$ cat src/rtl/clock_measure_pkg.sv
// Shared defaults and state type for the clock-measurement block.
package clock_measure_pkg;

    localparam int DEF_CLK_HZ = 100_000_000;
    localparam int DEF_CNT_W  = 27;

    typedef enum logic {
        IDLE    = 1'b0,
        MEASURE = 1'b1
    } state_t;

endpackage

$ cat src/rtl/sync_edge_detect.sv
// Multi-flop synchronizer for an asynchronous input plus a registered rising-edge pulse.
// The pulse appears SYNC_STAGES+1 cycles after the input rises; o_level is the synchronized level.
module sync_edge_detect #(
    parameter int SYNC_STAGES = 2
) (
    input  logic i_clk,
    input  logic i_rst,
    input  logic i_sig,
    output logic o_level,
    output logic o_rise
);

    logic [SYNC_STAGES-1:0] r_sync;
    logic                   r_prev;
    logic                   r_rise;

    always_ff @(posedge i_clk) begin
        if (i_rst) begin
            r_sync <= '0;
            r_prev <= 1'b0;
            r_rise <= 1'b0;
        end else begin
            r_sync <= {r_sync[SYNC_STAGES-2:0], i_sig};
            r_prev <= r_sync[SYNC_STAGES-1];
            r_rise <= r_sync[SYNC_STAGES-1] & ~r_prev;
        end
    end

    assign o_level = r_sync[SYNC_STAGES-1];
    assign o_rise  = r_rise;

endmodule

$ cat src/rtl/measure_clock_period.sv
// Period / frequency / loss-of-signal checker for a slow external square wave.
// Define MEASURE_DUTY_EN to build the high-time counter; otherwise high_cycles is tied to 0.
module measure_clock_period
    import clock_measure_pkg::*;
#(
    parameter int CLK_HZ         = DEF_CLK_HZ,
    parameter int GATE_CYCLES    = CLK_HZ,
    parameter int CNT_W          = DEF_CNT_W,
    parameter int TIMEOUT_CYCLES = CLK_HZ,
    parameter int SYNC_STAGES    = 2
) (
    input  logic             CLK100MHZ,
    input  logic             RST,
    input  logic             sig_in,
    output logic [CNT_W-1:0] period_cycles,
    output logic             period_valid,
    output logic [CNT_W-1:0] freq_hz,
    output logic             freq_valid,
    output logic [CNT_W-1:0] high_cycles,
    output logic             no_signal
);

    localparam logic [CNT_W-1:0] GATE_LAST = CNT_W'(GATE_CYCLES - 1);
    localparam logic [CNT_W-1:0] TO_LAST   = CNT_W'(TIMEOUT_CYCLES - 1);
    localparam logic [CNT_W-1:0] CNT_MAX   = '1;
    localparam logic [CNT_W-1:0] CNT_ONE   = CNT_W'(1);

    logic w_level;
    logic w_rise;

    sync_edge_detect #(
        .SYNC_STAGES(SYNC_STAGES)
    ) u_sync (
        .i_clk  (CLK100MHZ),
        .i_rst  (RST),
        .i_sig  (sig_in),
        .o_level(w_level),
        .o_rise (w_rise)
    );

    state_t           r_state;
    logic [CNT_W-1:0] r_per_ctr;
    logic [CNT_W-1:0] r_period;
    logic             r_period_valid;
    logic             r_no_signal;

    // Timeout fires on the cycle the counter would reach TIMEOUT_CYCLES.
    always_ff @(posedge CLK100MHZ) begin
        if (RST) begin
            r_state        <= IDLE;
            r_per_ctr      <= '0;
            r_period       <= '0;
            r_period_valid <= 1'b0;
            r_no_signal    <= 1'b0;
        end else begin
            r_period_valid <= 1'b0;
            case (r_state)
                IDLE: begin
                    if (w_rise) begin
                        r_state     <= MEASURE;
                        r_per_ctr   <= CNT_ONE;
                        r_no_signal <= 1'b0;
                    end
                end
                MEASURE: begin
                    if (w_rise) begin
                        r_period       <= r_per_ctr;
                        r_period_valid <= 1'b1;
                        r_per_ctr      <= CNT_ONE;
                    end else if (r_per_ctr == TO_LAST) begin
                        r_no_signal <= 1'b1;
                        r_state     <= IDLE;
                        r_per_ctr   <= '0;
                    end else begin
                        r_per_ctr <= r_per_ctr + CNT_ONE;
                    end
                end
                default: r_state <= IDLE;
            endcase
        end
    end

    logic [CNT_W-1:0] r_gate_ctr;
    logic [CNT_W-1:0] r_edge_ctr;
    logic [CNT_W-1:0] r_freq;
    logic             r_freq_valid;
    logic [CNT_W-1:0] w_edge_sum;

    // Saturating edge count including a rise that lands on the current cycle.
    assign w_edge_sum = (w_rise && (r_edge_ctr != CNT_MAX)) ? r_edge_ctr + CNT_ONE : r_edge_ctr;

    always_ff @(posedge CLK100MHZ) begin
        if (RST) begin
            r_gate_ctr   <= '0;
            r_edge_ctr   <= '0;
            r_freq       <= '0;
            r_freq_valid <= 1'b0;
        end else begin
            r_freq_valid <= 1'b0;
            if (r_gate_ctr == GATE_LAST) begin
                r_gate_ctr   <= '0;
                r_freq       <= w_edge_sum;
                r_freq_valid <= 1'b1;
                r_edge_ctr   <= '0;
            end else begin
                r_gate_ctr <= r_gate_ctr + CNT_ONE;
                r_edge_ctr <= w_edge_sum;
            end
        end
    end

`ifdef MEASURE_DUTY_EN
    logic [CNT_W-1:0] r_hi_ctr;
    logic [CNT_W-1:0] r_high;

    // The rise cycle itself belongs to the new period, so the counter restarts with the current level.
    always_ff @(posedge CLK100MHZ) begin
        if (RST) begin
            r_hi_ctr <= '0;
            r_high   <= '0;
        end else if (w_rise) begin
            if (r_state == MEASURE) begin
                r_high <= r_hi_ctr;
            end
            r_hi_ctr <= CNT_W'(w_level);
        end else if ((r_state == MEASURE) && w_level && (r_hi_ctr != CNT_MAX)) begin
            r_hi_ctr <= r_hi_ctr + CNT_ONE;
        end
    end

    assign high_cycles = r_high;
`else
    logic w_unused_level;
    assign w_unused_level = w_level;
    assign high_cycles    = '0;
`endif

    assign period_cycles = r_period;
    assign period_valid  = r_period_valid;
    assign freq_hz       = r_freq;
    assign freq_valid    = r_freq_valid;
    assign no_signal     = r_no_signal;

endmodule

$ cat config.mk
export PLATFORM = sky130hd
export DESIGN_NAME = measure_clock_period
export DESIGN_NICKNAME = d
export VERILOG_FILES = /design/src/rtl/clock_measure_pkg.sv /design/src/rtl/sync_edge_detect.sv /design/src/rtl/measure_clock_period.sv
export SDC_FILE = /design/constraint.sdc
export NUM_CORES = 1
export LEC_CHECK = 0
export BUFFER_PORTS_ARGS = -buffer_cell sky130_fd_sc_hd__buf_4
export CORE_MARGIN = 1.5
export CORE_UTILIZATION = 60
export CTS_CLUSTER_SIZE = 12
export DETAILED_ROUTE_END_ITERATION = 10
export GPL_ROUTABILITY_DRIVEN = 0
export PLACE_DENSITY_LB_ADDON = 0.12
export SYNTH_ARGS = -nofsm -noshare
export SYNTH_HDL_FRONTEND = slang
export SYNTH_HIERARCHICAL = 1
export SYNTH_SLANG_ARGS = --single-unit
$ cat constraint.sdc
create_clock -name CLK100MHZ -period 3.78 [get_ports CLK100MHZ]
set_clock_uncertainty 0.1 [all_clocks]
set_input_delay 0.756 -clock CLK100MHZ [delete_from_list [all_inputs] [get_ports CLK100MHZ]]
set_output_delay 0.756 -clock CLK100MHZ [all_outputs]
set_load 0.01 [all_outputs]
==> out/qor.csv, run 1 <==
metric,value,unit
viasPerCell,5.94,
cts_root_buffer,clkbuf_8,
start_util,62.4,%
dpl.hpwl,10300,um
reg2reg_from,r_per_ctr[0],
synthXorXnorAreaFrac,4.85,%
globalRouteMet3Util,6.75,%
rr_worst_depth,6,
post-route-util,71.9,%
synth_top_area_cell,dfxtp_1,
synthSimpleGateAreaFrac,29.7,%
critPathTopFamily,simple AND/OR/NAND/NOR gates,
r2r-end,r_per_ctr[26],
cp_common_cell,nand4_1,
grt_pass1_vias,5254,
avgSynthCellArea,8.32,um^2
synthAdderAreaFrac,0.578,%
slowest_delay,910,ps
cts_buffer_depth,2,
grt_pass1_wl,25100,um
critical_path_class,reg2reg,
grt_overflow,0,
ys_warn_count,6,
crit_buf_inv,0,
top_usage_layer,met2,
antenna_cells,0,
irDropWorstVdd,0.339,mV
period_share,73.2,%
slew_violations,0,
hp-start,u_sync/r_prev,
synth-edff-count,0,
synthArstFlopShare,0,%
endpoint_kind,register,
syn_area,0.00650,mm^2
drt-initial-drc-count,340,
die_h,107,um
synth_compound_area_share,14.0,%
use_met1,35.4,%
grt_max_degree,43,
grt.met2_usage,44.6,%
relSlewSlack,35.0,%
netlist_instances,781,
antenna_left,0,
fp-row-count,37,
ys.flop_type,dfxtp_1,
stdcell_count,973,
ys_ff_latch,143,
power.density,439,mW/mm^2
synth_common_cells,"143 x dfxtp_1, 125 x nand2_1, 59 x a21oi_1, 57 x nor2_1, 43 x nand3_1",
cts_htree_levels,4,
cts_sinks,143,
cts_buffers,17,
die_w,107,um
post-cts-setup-buffer-count,0,
leakagePower,2.71,nW
critPathLaunchType,register,
rrSetupSlack,1010,ps
synthMuxAreaShare,0.308,%
antenna_found_initial,0,
path_cells,ha_1 -> nand4_1 -> nor4_2 -> nand4_1 -> and3_1 -> a221o_1,
cts_tree,built,
rsz0062_at_grt,no,
min_to,u_sync/o_rise,
timing.fmax,362,MHz
core_area,0.0104,mm^2
yosysTopAreaCellShare,44.1,%
tightestPinTransition,968,ps
clkLatencyLatePin,540,ps
fin_nets,832,
arrival,3090,ps
synth_top_family_by_area,simple AND/OR/NAND/NOR gates,
track_usage,27.6,%
numPortBuffers,59,
finalSetupTns,0,ps
cap_violations,0,
yosys.cell_types.count,66,
drive_gt1_share,14.1,%
setup_viol_count_final,0,
period_needed,2770,ps
ys_seq_area_share,44.1,%
crit_slowest_cell,nor4_2,
synth.most_common_cell,dfxtp_1,
status,"finished, final reports clean",
clk_pin_slew,60,ps
syn2layout_area_growth,15.3,%
synth.area.top_cells,"dfxtp_1 44%, nand2_1 7.2%, a21oi_1 4.5%",
ctsResizeCount,0,
whs_path_depth,1,
hold_class,reg2reg,
num_io_pins,87,
hold_viol,0,
required,4100,ps
die_area,0.0115,mm^2
hold_buffers,0,
crit_fanout,9,
dr.pass1.iters,5,
routed-via-count,5778,
drt-total-wl,15000,um
drc_errors,0,
dp_cells,943,
wl_per_cell,15.5,um
==> worst max path at each step <==
stage	startpoint	to	slack (ps)	cells past startpoint
4_1_cts	r_per_ctr[0]	r_per_ctr[26]	1080	6
5_1_grt	r_edge_ctr[3]	freq_hz[2]	780	5
3_5_place_dp	RST	r_per_ctr[21]	980	7
2_1_floorplan	RST	freq_hz[19]	1370	6
3_3_place_gp	RST	r_per_ctr[21]	1070	7
6_report	r_per_ctr[0]	r_per_ctr[26]	1010	6
==> cell families after synthesis <==
| family | count (synthesis) |
|---|---|
| compound gates | 149 |
| xor+xnor | 36 |
| fa+ha+maj | 3 |
| buf+inv | 77 |
| flops | 143 |
| mux | 2 |
| other cells | 1 |
| simple gates | 370 |
==> flip-flops by register name (all words and copies together), names as in the netlist <==
register and cells:
r_state 1, u_sync/o_rise 1, period_cycles 27, u_sync/r_sync 2, r_gate_ctr 27, period_valid 1, freq_valid 1, r_edge_ctr 27
no_signal 1, freq_hz 27, r_per_ctr 27, u_sync/r_prev 1
==> routing by layer <==
layer,wire length [um],vias up,part of all wire [%]
li1,-,2825,-
met1,6700,2763,45
met2,7430,171,49
met3,734,19,4.9
met4,184,0,1.2
met5,0,-,0
==> cell type report <==
| cell class | instances | area (um^2) |
|---|---|---|
| Multi-Input combinational cell | 587 | 3320 |
| Timing Repair Buffer | 67 | 503 |
| Clock buffer | 19 | 432 |
| Inverter | 10 | 37.5 |
| Sequential cell | 143 | 2860 |
| Fill cell | 825 | 2930 |
| Tap cell | 136 | 170 |
| Clock inverter | 11 | 166 |
==> worst register-to-register path: stages (launching register included) <==
cell     delay (ps)
dfxtp_1         440
ha_1            270
nand4_1         240
nor4_2          910
nand4_1         210
and3_1          240
a221o_1         250
==> cells in the final DEF (no fill, tap or decap), drive strengths merged, types with 5 or more instances in the layout <==
cell    Yosys  routed
nand2     125     125
nor3       16      16
xor2       12      12
nor2b       5       5
or3        21      21
and2        8       8
conb        1      27
nor2       57      57
inv        10      10
a21oi      59      59
and4        9       9
o211ai     12      12
o21ai      36      36
a31oi      14      14
nor4       15      15
clkbuf     29      19
nand3      43      43
xnor2      24      24
dfxtp     143     143
and3       14      14
buf        37      67
or4        17      17
nand4      22      22
==> per-stage QoR <==
step / power [W] / area, um^2 / hold WS [ps] / worst slack (ps)
after floorplan: 0.00162 / 6590 / 287 / 1370
after global placement: 0.00162 / 6890 / 297 / 1070
after detailed placement: 0.00162 / 6890 / 298 / 983
after CTS: 0.00330 / 7490 / 306 / 1080
after global routing: 0.00340 / 7490 / 319 / 778
final: 0.00328 / 7490 / 303 / 1010
==> where the power goes <==
| group | switching (W) | total (W) | internal [W] | leakage [nW] |
|---|---|---|---|---|
| Clock | 0.000618 | 0.00170 | 0.00108 | 0.286 |
| Sequential | 0.00000820 | 0.00152 | 0.00151 | 1.15 |
| Combinational | 0.0000522 | 0.0000661 | 0.0000139 | 1.27 |
| Total | 0.000678 | 0.00328 | 0.00261 | 2.71 |
Note: power is estimated with default switching activity, not from simulation.
==> run 2, diff against run 1 <==
- CORE_UTILIZATION: 60 -> 58
- clock period: 3.78 -> 2.6 ns (I/O delays scaled with it)
==> out/qor.csv, run 2 (same netlist as run 1, synthesis figures left out) <==
metric,value,unit
drt-initial-drc-count,407,
endpoint_kind,register,
pre_cts_ws,226,ps
crit_slowest_cell,or4_4,
stdcell_count,994,
setup_viol_count_final,0,
irDropWorstVdd,0.649,mV
total_power,0.00499,W
routed-via-count,5709,
core_area,0.0109,mm^2
period_share,91.2,%
dp_cells,962,
timing.fmax,422,MHz
antenna_left,0,
clk_pin_slew,60,ps
viasPerCell,5.74,
rrSetupSlack,230,ps
die_area,0.0118,mm^2
cts_root_buffer,clkbuf_8,
clkLatencyLatePin,530,ps
fin_nets,847,
cts_buffers,17,
critical_path_class,reg2reg,
numPortBuffers,59,
slowest_delay,600,ps
drt-total-wl,14500,um
antenna_found_initial,0,
die_h,109,um
path_cells,nand4_2 -> or4_4 -> or3_4 -> or4_1 -> nand3_1,
antenna_cells,0,
relSlewSlack,62.3,%
drive_gt1_share,16.0,%
final_area,0.00769,mm^2
num_io_pins,87,
leakagePower,2.83,nW
required,2970,ps
slew_violations,0,
arrival,2740,ps
finalSetupTns,0,ps
fp-row-count,38,
drc_errors,0,
cts_tree,built,
track_usage,25.7,%
cap_violations,0,
syn2layout_area_growth,18.3,%
start_util,59.7,%
post-cts-setup-buffer-count,0,
crit_fanout,8,
grt_overflow,0,
cts_sinks,143,
rsz0062_at_grt,no,
most-common-layout-cells,"143 x dfxtp_1, 125 x nand2_1, 81 x buf_4, 58 x a21oi_1, 57 x nor2_1",
grt_max_degree,42,
placed_area,0.00702,mm^2
period_needed,2370,ps
die_w,109,um
power.density,649,mW/mm^2
tightestPinTransition,564,ps
dr.pass1.iters,5,
hold_buffers,0,
cts_buffer_depth,2,
finalWorstSetupSlack,230,ps
hold_class,in2reg,
hold_viol,0,
layout_commonest_cell,dfxtp_1,
dpl.hpwl,9870,um
cts_htree_levels,4,
critPathLaunchType,register,
grt_pass1_vias,5107,
status,"finished, final reports clean",
grt_pass1_wl,23900,um
wl_per_cell,14.6,um
run 2: cell count changes in the layout (fill, tap and decap cells not counted), sizes merged:
cell      before  now
buf           67   82
clkbuf        19   22
bufinv         4    5
clkinv         4    3
clkinvlp       3    2
run 2: worst max-delay path: cells and delay by family (launching register included):
family,cells,cell delay (ps)
AND/OR/NAND/NOR,5,1760
flip-flops,1,450
run 2: path summary, 6_finish.rpt:
path,depth (start not counted),from,to
worst max-delay path,5,r_edge_ctr[12],freq_hz[22]
worst min-delay path,2,sig_in,u_sync/r_sync[0]
worst max register to register,5,r_edge_ctr[12],freq_hz[22]
worst min register to register,1,u_sync/r_prev,u_sync/o_rise
run 2: cell type report:
type                    count  area (um^2)
clock inverters            10          180
multi-input cells         587         3320
fillers                   872         3200
clock buffers              22          483
flip-flops and latches    143         2860
well taps                 140          175
repair buffers             82          628
inverters                  10         37.5
run 2: timing repair:
| item | in CTS | in global routing |
|---|---|---|
| hold endpoints to repair | 0 | 0 |
| resized for setup | 0 | 2 |
| setup endpoints to repair | 0 | 2 |
run 2: metal layers:
layer / vias to the layer above / global-route usage, % / share of wire, %
met5: - / 0 / 0
met4: 0 / 9.21 / 1.2
met3: 13 / 6.16 / 4.3
met2: 138 / 44.3 / 50
met1: 2691 / 31.1 / 44
li1: 2867 / - / -
run 2: power by group:
part           internal [W]  switching [W]
clock network       0.00178       0.000891
logic             0.0000277      0.0000813
registers           0.00220     0.00000882
total               0.00401       0.000981
run 2: per-stage QoR:
step,util [%],hold slack [ps]
final,70.6,101
after global routing,70.6,108
after CTS,70.6,82.0
after detailed placement,64.5,311
after global placement,64.5,311
after floorplan,-,287
